===== src/rtl/dmem_port_arbiter_pkg.sv =====
// Purpose: shared types and constants for the data-memory port arbiter.
//   bus_cmd_t    - processor-to-memory command encoding
//   chan_state_t - per-channel (LD / IF) outstanding-request state
//   win_t        - which requester owns the bus in the current cycle
// Optional feature macro used by the arbiter: MEMARB_AGE_EN (IF starvation aging).
package dmem_port_arbiter_pkg;

  localparam int TAG_W        = 4;   // memory tag width; tag 0 means "rejected / none"
  localparam int XLEN         = 32;  // address / store-data width
  localparam int STARVE_LIMIT = 8;   // denied cycles before IF is promoted (aging build only)

  // Fetches always move a full 64-bit line word.
  localparam logic [2:0] IF_SIZE = 3'd3;

  typedef enum logic [1:0] {
    BUS_NONE  = 2'h0,
    BUS_LOAD  = 2'h1,
    BUS_STORE = 2'h2
  } bus_cmd_t;

  typedef enum logic [1:0] {
    CH_IDLE = 2'h0,
    CH_WAIT = 2'h1,
    CH_DROP = 2'h2
  } chan_state_t;

  typedef enum logic [1:0] {
    WIN_NONE = 2'h0,
    WIN_ST   = 2'h1,
    WIN_LD   = 2'h2,
    WIN_IF   = 2'h3
  } win_t;

endpackage


===== src/rtl/dmem_port_arbiter_chan.sv =====
// Purpose: one tagged memory channel (LD or IF). Captures the accept tag when its
//   command is taken by memory, waits for the matching return tag and routes the data.
//   A rollback kills the outstanding request: the return is still consumed (so the
//   tag is retired) but not reported.
// Ports:
//   clock, reset      - system clock, synchronous active-low reset
//   rollback          - squash; tie 0 for channels that must not be killed
//   grant_fire        - this channel won the bus and memory accepted it this cycle
//   resp_tag          - accept tag from memory (valid with grant_fire)
//   ret_tag, ret_data - returning tag / data from memory
//   idle              - channel can take a new request this cycle
//   gnt               - pulse: request accepted (hidden if squashed in the same cycle)
//   valid, data       - pulse + data of a live return (data is 0 otherwise)
//   state_dbg         - current channel state
// Handshake: requester holds its request until gnt; gnt and valid are single-cycle
//   pulses decoded combinationally from this cycle's memory inputs.
module dmem_port_arbiter_chan
  import dmem_port_arbiter_pkg::*;
#(
  parameter int TW = TAG_W
) (
  input  logic          clock,
  input  logic          reset,
  input  logic          rollback,
  input  logic          grant_fire,
  input  logic [TW-1:0] resp_tag,
  input  logic [TW-1:0] ret_tag,
  input  logic [63:0]   ret_data,
  output logic          idle,
  output logic          gnt,
  output logic          valid,
  output logic [63:0]   data,
  output chan_state_t   state_dbg
);

  chan_state_t   state_q, state_d;
  logic [TW-1:0] tag_q, tag_d;
  logic          match;

  // Tag 0 never names an outstanding request, so it can never match.
  assign match = (state_q != CH_IDLE) && (ret_tag != '0) && (ret_tag == tag_q);

  always_comb begin
    state_d = state_q;
    tag_d   = tag_q;
    case (state_q)
      CH_IDLE: begin
        if (grant_fire) begin
          tag_d   = resp_tag;
          // Squash in the accept cycle: memory still owes us a response, so
          // drain it silently instead of returning to IDLE.
          state_d = rollback ? CH_DROP : CH_WAIT;
        end
      end
      CH_WAIT: begin
        if (match)         state_d = CH_IDLE;
        else if (rollback) state_d = CH_DROP;
      end
      CH_DROP: begin
        if (match) state_d = CH_IDLE;
      end
      default: state_d = CH_IDLE;
    endcase
  end

  always_ff @(posedge clock) begin
    if (!reset) begin
      state_q <= CH_IDLE;
      tag_q   <= '0;
    end else begin
      state_q <= state_d;
      tag_q   <= tag_d;
    end
  end

  assign idle      = (state_q == CH_IDLE);
  assign gnt       = reset && grant_fire && !rollback;
  assign valid     = reset && match && (state_q == CH_WAIT) && !rollback;
  assign data      = valid ? ret_data : 64'h0;
  assign state_dbg = state_q;

endmodule


===== src/rtl/dmem_port_arbiter.sv =====
// Purpose: shares the single processor-to-memory port between store-queue drain (ST),
//   LSQ load miss (LD) and instruction fetch (IF). At most one command per cycle; the
//   winner drives the bus combinationally and is accepted iff mem2proc_response != 0.
// Priority: ST > LD > IF. With MEMARB_AGE_EN defined, an IF request denied for
//   STARVE_LIMIT consecutive cycles is promoted above ST for one cycle.
// Ports:
//   clock, reset (sync, active-low), rollback (kills in-flight LD only)
//   st_req/st_addr/st_data/st_size -> st_done (pulse, store accepted)
//   ld_req/ld_addr/ld_size         -> ld_gnt, ld_valid, ld_data
//   if_req/if_addr                 -> if_gnt, if_valid, if_data
//   proc2mem_command/addr/data/size, mem2proc_response/data/tag
//   ld_state_dbg, if_state_dbg     - channel FSM states
// Handshake: each requester holds *_req until its grant pulse; a rejected command
//   (response 0) produces no grant and the requester simply retries.
module dmem_port_arbiter
  import dmem_port_arbiter_pkg::*;
(
  input  logic             clock,
  input  logic             reset,
  input  logic             rollback,
  input  logic             st_req,
  input  logic [XLEN-1:0]  st_addr,
  input  logic [XLEN-1:0]  st_data,
  input  logic [2:0]       st_size,
  output logic             st_done,
  input  logic             ld_req,
  input  logic [XLEN-1:0]  ld_addr,
  input  logic [2:0]       ld_size,
  output logic             ld_gnt,
  output logic             ld_valid,
  output logic [63:0]      ld_data,
  input  logic             if_req,
  input  logic [XLEN-1:0]  if_addr,
  output logic             if_gnt,
  output logic             if_valid,
  output logic [63:0]      if_data,
  output bus_cmd_t         proc2mem_command,
  output logic [XLEN-1:0]  proc2mem_addr,
  output logic [63:0]      proc2mem_data,
  output logic [2:0]       proc2mem_size,
  input  logic [TAG_W-1:0] mem2proc_response,
  input  logic [63:0]      mem2proc_data,
  input  logic [TAG_W-1:0] mem2proc_tag,
  output chan_state_t      ld_state_dbg,
  output chan_state_t      if_state_dbg
);

  logic ld_idle, if_idle;
  logic ld_elig, if_elig;
  logic accept;
  logic promote;
  win_t win;

  assign accept  = (mem2proc_response != '0);
  assign ld_elig = ld_req && ld_idle;
  assign if_elig = if_req && if_idle;

`ifdef MEMARB_AGE_EN
  logic [7:0] starve_q, starve_d;

  assign promote = if_elig && (starve_q == 8'(STARVE_LIMIT));

  // Counts consecutive cycles IF wanted the bus and did not get it.
  always_comb begin
    starve_d = starve_q;
    if (!if_elig || if_gnt)    starve_d = 8'h0;
    else if (starve_q != 8'hFF) starve_d = starve_q + 8'h1;
  end

  always_ff @(posedge clock) begin
    if (!reset) starve_q <= 8'h0;
    else        starve_q <= starve_d;
  end
`else
  assign promote = 1'b0;
`endif

  always_comb begin
    win = WIN_NONE;
    if (reset) begin
      if (promote)      win = WIN_IF;
      else if (st_req)  win = WIN_ST;
      else if (ld_elig) win = WIN_LD;
      else if (if_elig) win = WIN_IF;
    end
  end

  always_comb begin
    proc2mem_command = BUS_NONE;
    proc2mem_addr    = '0;
    proc2mem_data    = 64'h0;
    proc2mem_size    = 3'd0;
    case (win)
      WIN_ST: begin
        proc2mem_command = BUS_STORE;
        proc2mem_addr    = st_addr;
        proc2mem_data    = 64'(st_data);
        proc2mem_size    = st_size;
      end
      WIN_LD: begin
        proc2mem_command = BUS_LOAD;
        proc2mem_addr    = ld_addr;
        proc2mem_size    = ld_size;
      end
      WIN_IF: begin
        proc2mem_command = BUS_LOAD;
        proc2mem_addr    = if_addr;
        proc2mem_size    = IF_SIZE;
      end
      default: ;
    endcase
  end

  // Stores are retired state: no tag tracking and immune to rollback.
  assign st_done = (win == WIN_ST) && accept;

  dmem_port_arbiter_chan #(.TW(TAG_W)) u_ld_chan (
    .clock      (clock),
    .reset      (reset),
    .rollback   (rollback),
    .grant_fire ((win == WIN_LD) && accept),
    .resp_tag   (mem2proc_response),
    .ret_tag    (mem2proc_tag),
    .ret_data   (mem2proc_data),
    .idle       (ld_idle),
    .gnt        (ld_gnt),
    .valid      (ld_valid),
    .data       (ld_data),
    .state_dbg  (ld_state_dbg)
  );

  // Fetch is never squashed by a data-side rollback.
  dmem_port_arbiter_chan #(.TW(TAG_W)) u_if_chan (
    .clock      (clock),
    .reset      (reset),
    .rollback   (1'b0),
    .grant_fire ((win == WIN_IF) && accept),
    .resp_tag   (mem2proc_response),
    .ret_tag    (mem2proc_tag),
    .ret_data   (mem2proc_data),
    .idle       (if_idle),
    .gnt        (if_gnt),
    .valid      (if_valid),
    .data       (if_data),
    .state_dbg  (if_state_dbg)
  );

endmodule


===== config.mk =====
export PLATFORM = sky130hd
export DESIGN_NAME = dmem_port_arbiter
export DESIGN_NICKNAME = d
export VERILOG_FILES = /design/src/rtl/dmem_port_arbiter_pkg.sv /design/src/rtl/dmem_port_arbiter_chan.sv /design/src/rtl/dmem_port_arbiter.sv
export SDC_FILE = /design/constraint.sdc
export NUM_CORES = 1
export LEC_CHECK = 0
export ABC_AREA = 1
export BUFFER_PORTS_ARGS = -buffer_cell sky130_fd_sc_hd__clkbuf_2
export CAP_MARGIN = 10
export CORE_AREA = 2 2 176 178
export CTS_BUF_LIST = sky130_fd_sc_hd__clkbuf_16
export DETAILED_ROUTE_END_ITERATION = 6
export DIE_AREA = 0 0 178 180
export MAX_ROUTING_LAYER = met4
export SLEW_MARGIN = 15
export SYNTH_ARGS = -nofsm -noshare
export SYNTH_HDL_FRONTEND = slang
export SYNTH_HIERARCHICAL = 1
export SYNTH_SLANG_ARGS = --single-unit
export TNS_END_PERCENT = 1

===== constraint.sdc =====
create_clock -name clock -period 1.64 [get_ports clock]
set_input_delay 0.246 -clock clock [delete_from_list [all_inputs] [get_ports clock]]
set_output_delay 0.246 -clock clock [all_outputs]
set_load 0.01 [all_outputs]

**Word level (Yosys, flattened, before mapping)**

Index checks and enable logic that the tools add are counted.

- Equality and inequality tests: 14
- Multiplexer cells: 19
- Reductions and logical operators: 30

Operator list:

| kind | number |
|---|---|
| 2-to-1 mux 64 bit | 2 |
| one-hot mux 32 bit (3 select lines) | 1 |
| 2-to-1 mux 32 bit | 1 |
| 2-to-1 mux 2 bit | 11 |
| logical AND 1 bit | 17 |
| one-hot mux 3 bit (3 select lines) | 1 |
| equality test 2 bit, second input constant | 4 |
| equality test 4 bit | 2 |
| inequality test 2 x 1 -> 1 bit, second input constant | 4 |
| one-hot mux 2 bit (2 select lines) | 2 |
| nonzero test 4 bit | 2 |
| equality test 2 x 1 -> 1 bit, second input constant | 3 |
| one-hot mux 2 bit (3 select lines) | 1 |
| AND reduction 2 bit | 3 |
| zero test 2 bit | 2 |
| nonzero test 2 bit | 2 |
| OR reduction 2 bit | 2 |
| inequality test 3 x 2 -> 1 bit, second input constant | 1 |
| AND reduction 3 bit | 1 |
| zero test 1 bit | 1 |

- Output and inout port bits: 238
- Register bits: 12
- Input port bits: 212

**Longest topological paths before layout**

- Depth after elaboration: 10
- Depth in mapped cells: 11

**Cells and area by module**

The synthesis kept the hierarchy.

By module, submodules not included:

| module | area an instance (µm²) | cells each | seq. area each (µm²) | instances |
|---|---|---|---|---|
| dmem_port_arbiter_chan | 1122.3 | 209 | 120.1 | 2 |
| dmem_port_arbiter | 1493.9 | 279 | 0.0 | 1 |

**Worst setup path before layout**

No wires, ideal clock.

- Kind: reg2out
- Start point: register u_if_chan.state_q[1], in the netlist u_if_chan/state_dbg[1]
- End point: output port if_data[54]
- Data arrival time: 1333 ps
- Setup slack: 61 ps
- Buffers on the path: 2
- Stages on the path, launching flop included: 9
- Cell sequence: dfxtp_1 nor2_2 nor2_1 nand2_1 nor2_2 nand4_1 buf_6 buf_6 nor2_4

- Longest elaborated chain between the ends: 6
- Elaborated cells between the ends (all ways): 7
- Those cells by class: 1 x eq/ne; 1 x mux; 5 x reduce/logical

Ends and longest elaborated chain:

| item | line | RTL |
|---|---|---|
| start, declared | dmem_port_arbiter_chan.sv:36 | `chan_state_t state_q, state_d;` |
| start signal, assigned | dmem_port_arbiter_chan.sv:71 | `state_q <= state_d;` |
| nonzero test 2 bit | dmem_port_arbiter_chan.sv:41 | `assign match = (state_q != CH_IDLE) && (ret_tag != '0) && (ret_tag == tag_q);` |
| logical AND 1 bit (2 in series) | dmem_port_arbiter_chan.sv:41 |  |
| logical AND 1 bit | dmem_port_arbiter_chan.sv:78 | `assign valid = reset && match && (state_q == CH_WAIT) && !rollback;` |
| logical AND 1 bit (*) | dmem_port_arbiter_chan.sv:78 |  |
| 2-to-1 mux 64 bit (*) | dmem_port_arbiter_chan.sv:79 | `assign data = valid ? ret_data : 64'h0;` |
| end, declared | dmem_port_arbiter.sv:36 | `output logic [63:0] if_data,` |

Every way passes the cells marked *; elsewhere a longest branch is shown, timed or not.

**Final worst setup path**

- Start point: register u_ld_chan.state_q[1], in the netlist u_ld_chan/state_dbg[1]
- End point: output port ld_data[3]

- Longest elaborated chain between the ends: 7
- Elaborated cells between the ends (all ways): 8
- Those cells by class: 1 x eq/ne; 1 x mux; 6 x reduce/logical

Ends and longest elaborated chain:

| item | line | RTL |
|---|---|---|
| start, declared | dmem_port_arbiter_chan.sv:36 |  |
| start signal, assigned | dmem_port_arbiter_chan.sv:71 |  |
| nonzero test 2 bit | dmem_port_arbiter_chan.sv:41 |  |
| logical AND 1 bit (2 in series) | dmem_port_arbiter_chan.sv:41 |  |
| logical AND 1 bit | dmem_port_arbiter_chan.sv:78 |  |
| logical AND 1 bit (*) (2 in series) | dmem_port_arbiter_chan.sv:78 |  |
| 2-to-1 mux 64 bit (*) | dmem_port_arbiter_chan.sv:79 |  |
| end, declared | dmem_port_arbiter.sv:31 | `output logic [63:0] ld_data,` |

Marks and branches as above.

==> summary.txt <==
Final layout
  • Fin area: 6910 um^2
  • Most frequent cells in the layout: clkbuf_2, inv_1, nor2_2, nand2_1, nor2_1
  • Area Overhead vs Synth: 84.8%
  • Antenna diodes: 0
  • Filler cells: 3440
  • Layout cells sized above 1: 0.546
  • Leading cell type in the layout, fill and taps excluded: clkbuf_2
  • Net count, final: 1366

Detailed routing
  • Via count: 5728
  • Via-per-instance ratio: 3.70
  • Routed length per instance: 11.4 um
  • TritonRoute pass-1 iters: 4
  • Final WL: 17.7 mm
  • DRT antenna net count: 0
  • Initial drt markers: 290
  • DRC errors left: 0

Clocking
  • H-tree depth: 1
  • Total CTS buffers: 3
  • Clk slew on worst S/H paths: 0.05 ns
  • Root buf cell: clkbuf_16
  • Hold bufs inserted after CTS: 0
  • Setup Buffers After CTS: 0
  • Clk_lat worst skew: 0.24 ns
  • CTS tree: yes
  • # clock sinks: 12
  • Max Buffers Root-to-Sink: 2

STA
  • Setup WS post-layout: -0.352 ns
  • Setup violators final: 165
  • RSZ-0062 raised after global routing: true
  • Fin. max-slew vios: 0
  • WHS: 0.276 ns
  • Post-route setup TNS: -40.26 ns
  • Fmax: 0.502 GHz
  • Skew final: 0.00332 ns
  • Final period util: 1.21
  • Fin crit period: 1.99 ns
  • Final Hold Viols: 0

Power and ir drop
  • Clock share of power: 0.246
  • Peak supply drop: 0.257 mV
  • Pint: 1090 uW
  • P_sw: 767 uW
  • Reg power frac: 0.169
  • Switching Fraction: 0.413
  • Pleak: 0.00448 uW
  • Power density cells: 269 nW/um^2
  • Comb pwr share: 0.585

Critical path
  • Critical Path End: ld_data[3]
  • FF-to-FF End: u_if_chan/tag_q[0]
  • R2R setup slack: 0.15 ns
  • Worst Path Arrival: 1.75 ns
  • Worst path cell trace: nor2_2 > buf_4 > nor2_1 > nand2_1 > nor2_2 > nand4_1 > buf_12 > buf_12 > nor2_1 > clkbuf_2
  • Critical path launch point: u_ld_chan/state_dbg[1]
  • Crit Path Category: reg2out
  • Critical-path maximum fanout: 18
  • Crit-path slowest cell: dfxtp_2
  • Crit start category: register
  • CP endpoint kind: primary output
  • Crit-path max cell delay: 0.33 ns
  • Crit Reg-Reg Startpoint: u_if_chan/state_dbg[1]
  • Worst Path Required: 1.39 ns
  • Worst reg2reg path depth: 10

Yosys
  • Post-synth cell types: 24
  • Synth warn: 6
  • Cells after Synth: 697
  • Mapped Area: 3740 um^2
  • Synthesized area per cell: 5.36 um^2
  • #FFs+latches synth: 12
  • Seq/Total Area, Yosys: 0.0643

Die
  • Area of the core: 30200 um^2
  • Die Area: 32000 um^2
  • Ports: 450
  • Row cnt: 64
  • Die Wd: 178 um
  • Initial Utilization: 0.124
  • Chip Height: 180 um

Outcome
  • Status: finished, violations left
  • Failing checks: negative setup slack

Global route
  • Total GRT Usage: 0.106
  • Initial antenna violation count: 0
  • Largest net degree at the start of global routing: 34
  • Total grt overflow: 0
  • Global-route wire length before repair: 26.7 mm
  • Vias in the first global route: 5180

Place
  • Placer Congestion: 0.939
  • Cell Area, Placed: 6590 um^2
  • DP HPWL: 15.5 mm
  • PortBufs: 417

Run
  • Max Cap Viol: 0

Worst hold path
  • HP Class: in2reg
==> what timing repair did <==
item                                    in CTS  in global routing
cloned                                       0                  0
resized for setup                           33                108
pin swaps                                    9                  2
endpoints found under the setup margin     172                177
==> per-stage QoR <==
stage               instances  utilization  worst slack, ns  total power [uW]
floorplan                 730            -           0.0611               869
global placement         1545        0.218           -0.195              1370
global route             1549        0.229           -0.448              2000
detailed placement       1545        0.218           -0.206              1380
CTS                      1549        0.225           -0.358              1870
finish                   1549        0.229           -0.352              1860
==> synthesized netlist by cell type <==
cell	count	area (um^2)
nor2_1	88	330
dfxtp_1	12	240
nand4_1	66	413
a21oi_1	14	70.1
inv_4	1	6.26
buf_2	11	55.1
o21ai_0	8	40.0
nor2_8	1	20.0
nand3_1	45	225
nor3_2	1	10.0
conb_1	1	3.75
nand2_4	1	11.3
buf_4	41	308
inv_2	6	22.5
nor2_2	84	526
nand2_1	84	315
buf_1	2	7.51
nand2_2	2	12.5
nor3b_1	1	7.51
buf_6	16	180
a211oi_1	1	7.51
inv_1	191	717
clkbuf_1	2	7.51
nor2_4	18	203
==> registers in the layout, indices dropped and copies added (netlist names) <==
name and flops:
u_if_chan/tag_q 4, u_ld_chan/tag_q 4, u_if_chan/state_dbg 2, u_ld_chan/state_dbg 2
==> kinds of logic (layout without fill, tap and decap cells) <==
group	count (synthesis)	count (layout)	share of synthesized area
compound gates	23	23	0.0315
flops	12	12	0.0643
buf+inv	270	693	0.349
simple gates	391	391	0.555
other cells	1	34	0.00100
==> worst min-delay path by stage <==
stage,start,end,depth (start not counted)
finish,rollback,u_ld_chan/state_dbg[1],3
global placement,u_if_chan/tag_q[0],u_if_chan/tag_q[0],2
floorplan,reset,u_if_chan/state_dbg[1],2
CTS,rollback,u_ld_chan/state_dbg[1],3
detailed placement,u_ld_chan/tag_q[0],u_ld_chan/tag_q[0],2
global route,rollback,u_ld_chan/state_dbg[1],3
==> critical path: cells and delay by family, from the launching register on <==
family,cells,cell delay [ns]
buf+inv,4,0.62
simple gates,6,0.53
flops,1,0.33
==> power by group through the flow <==
stage	Sequential [uW]	Combinational, uW	Clock [uW]
after global placement	318	1050	0
after CTS	313	1080	475
after floorplan	320	549	0
after global routing	314	1200	489
after detailed placement	318	1060	0
final	313	1090	457
==> metal layers <==
| layer | up-vias | GRT usage | share of wire |
|---|---|---|---|
| li1 | 2916 | - | - |
| met1 | 2547 | 0.132 | 0.42 |
| met2 | 238 | 0.180 | 0.49 |
| met3 | 27 | 0.0135 | 0.077 |
| met4 | 0 | 0.0230 | 0.014 |
| met5 | - | - | 0 |
==> cell type report <==
type | instances | area, um^2 | area share
Clock buffer | 3 | 75.1 | 0.0109
Clock inverter | 1 | 3.75 | 0.000543
Inverter | 198 | 748 | 0.108
Multi-Input combinational cell | 448 | 2380 | 0.344
Sequential cell | 12 | 249 | 0.0360
Tap cell | 396 | 495 | 0.0717
Timing Repair Buffer | 491 | 2960 | 0.428
(Power assumes the default switching activity.)
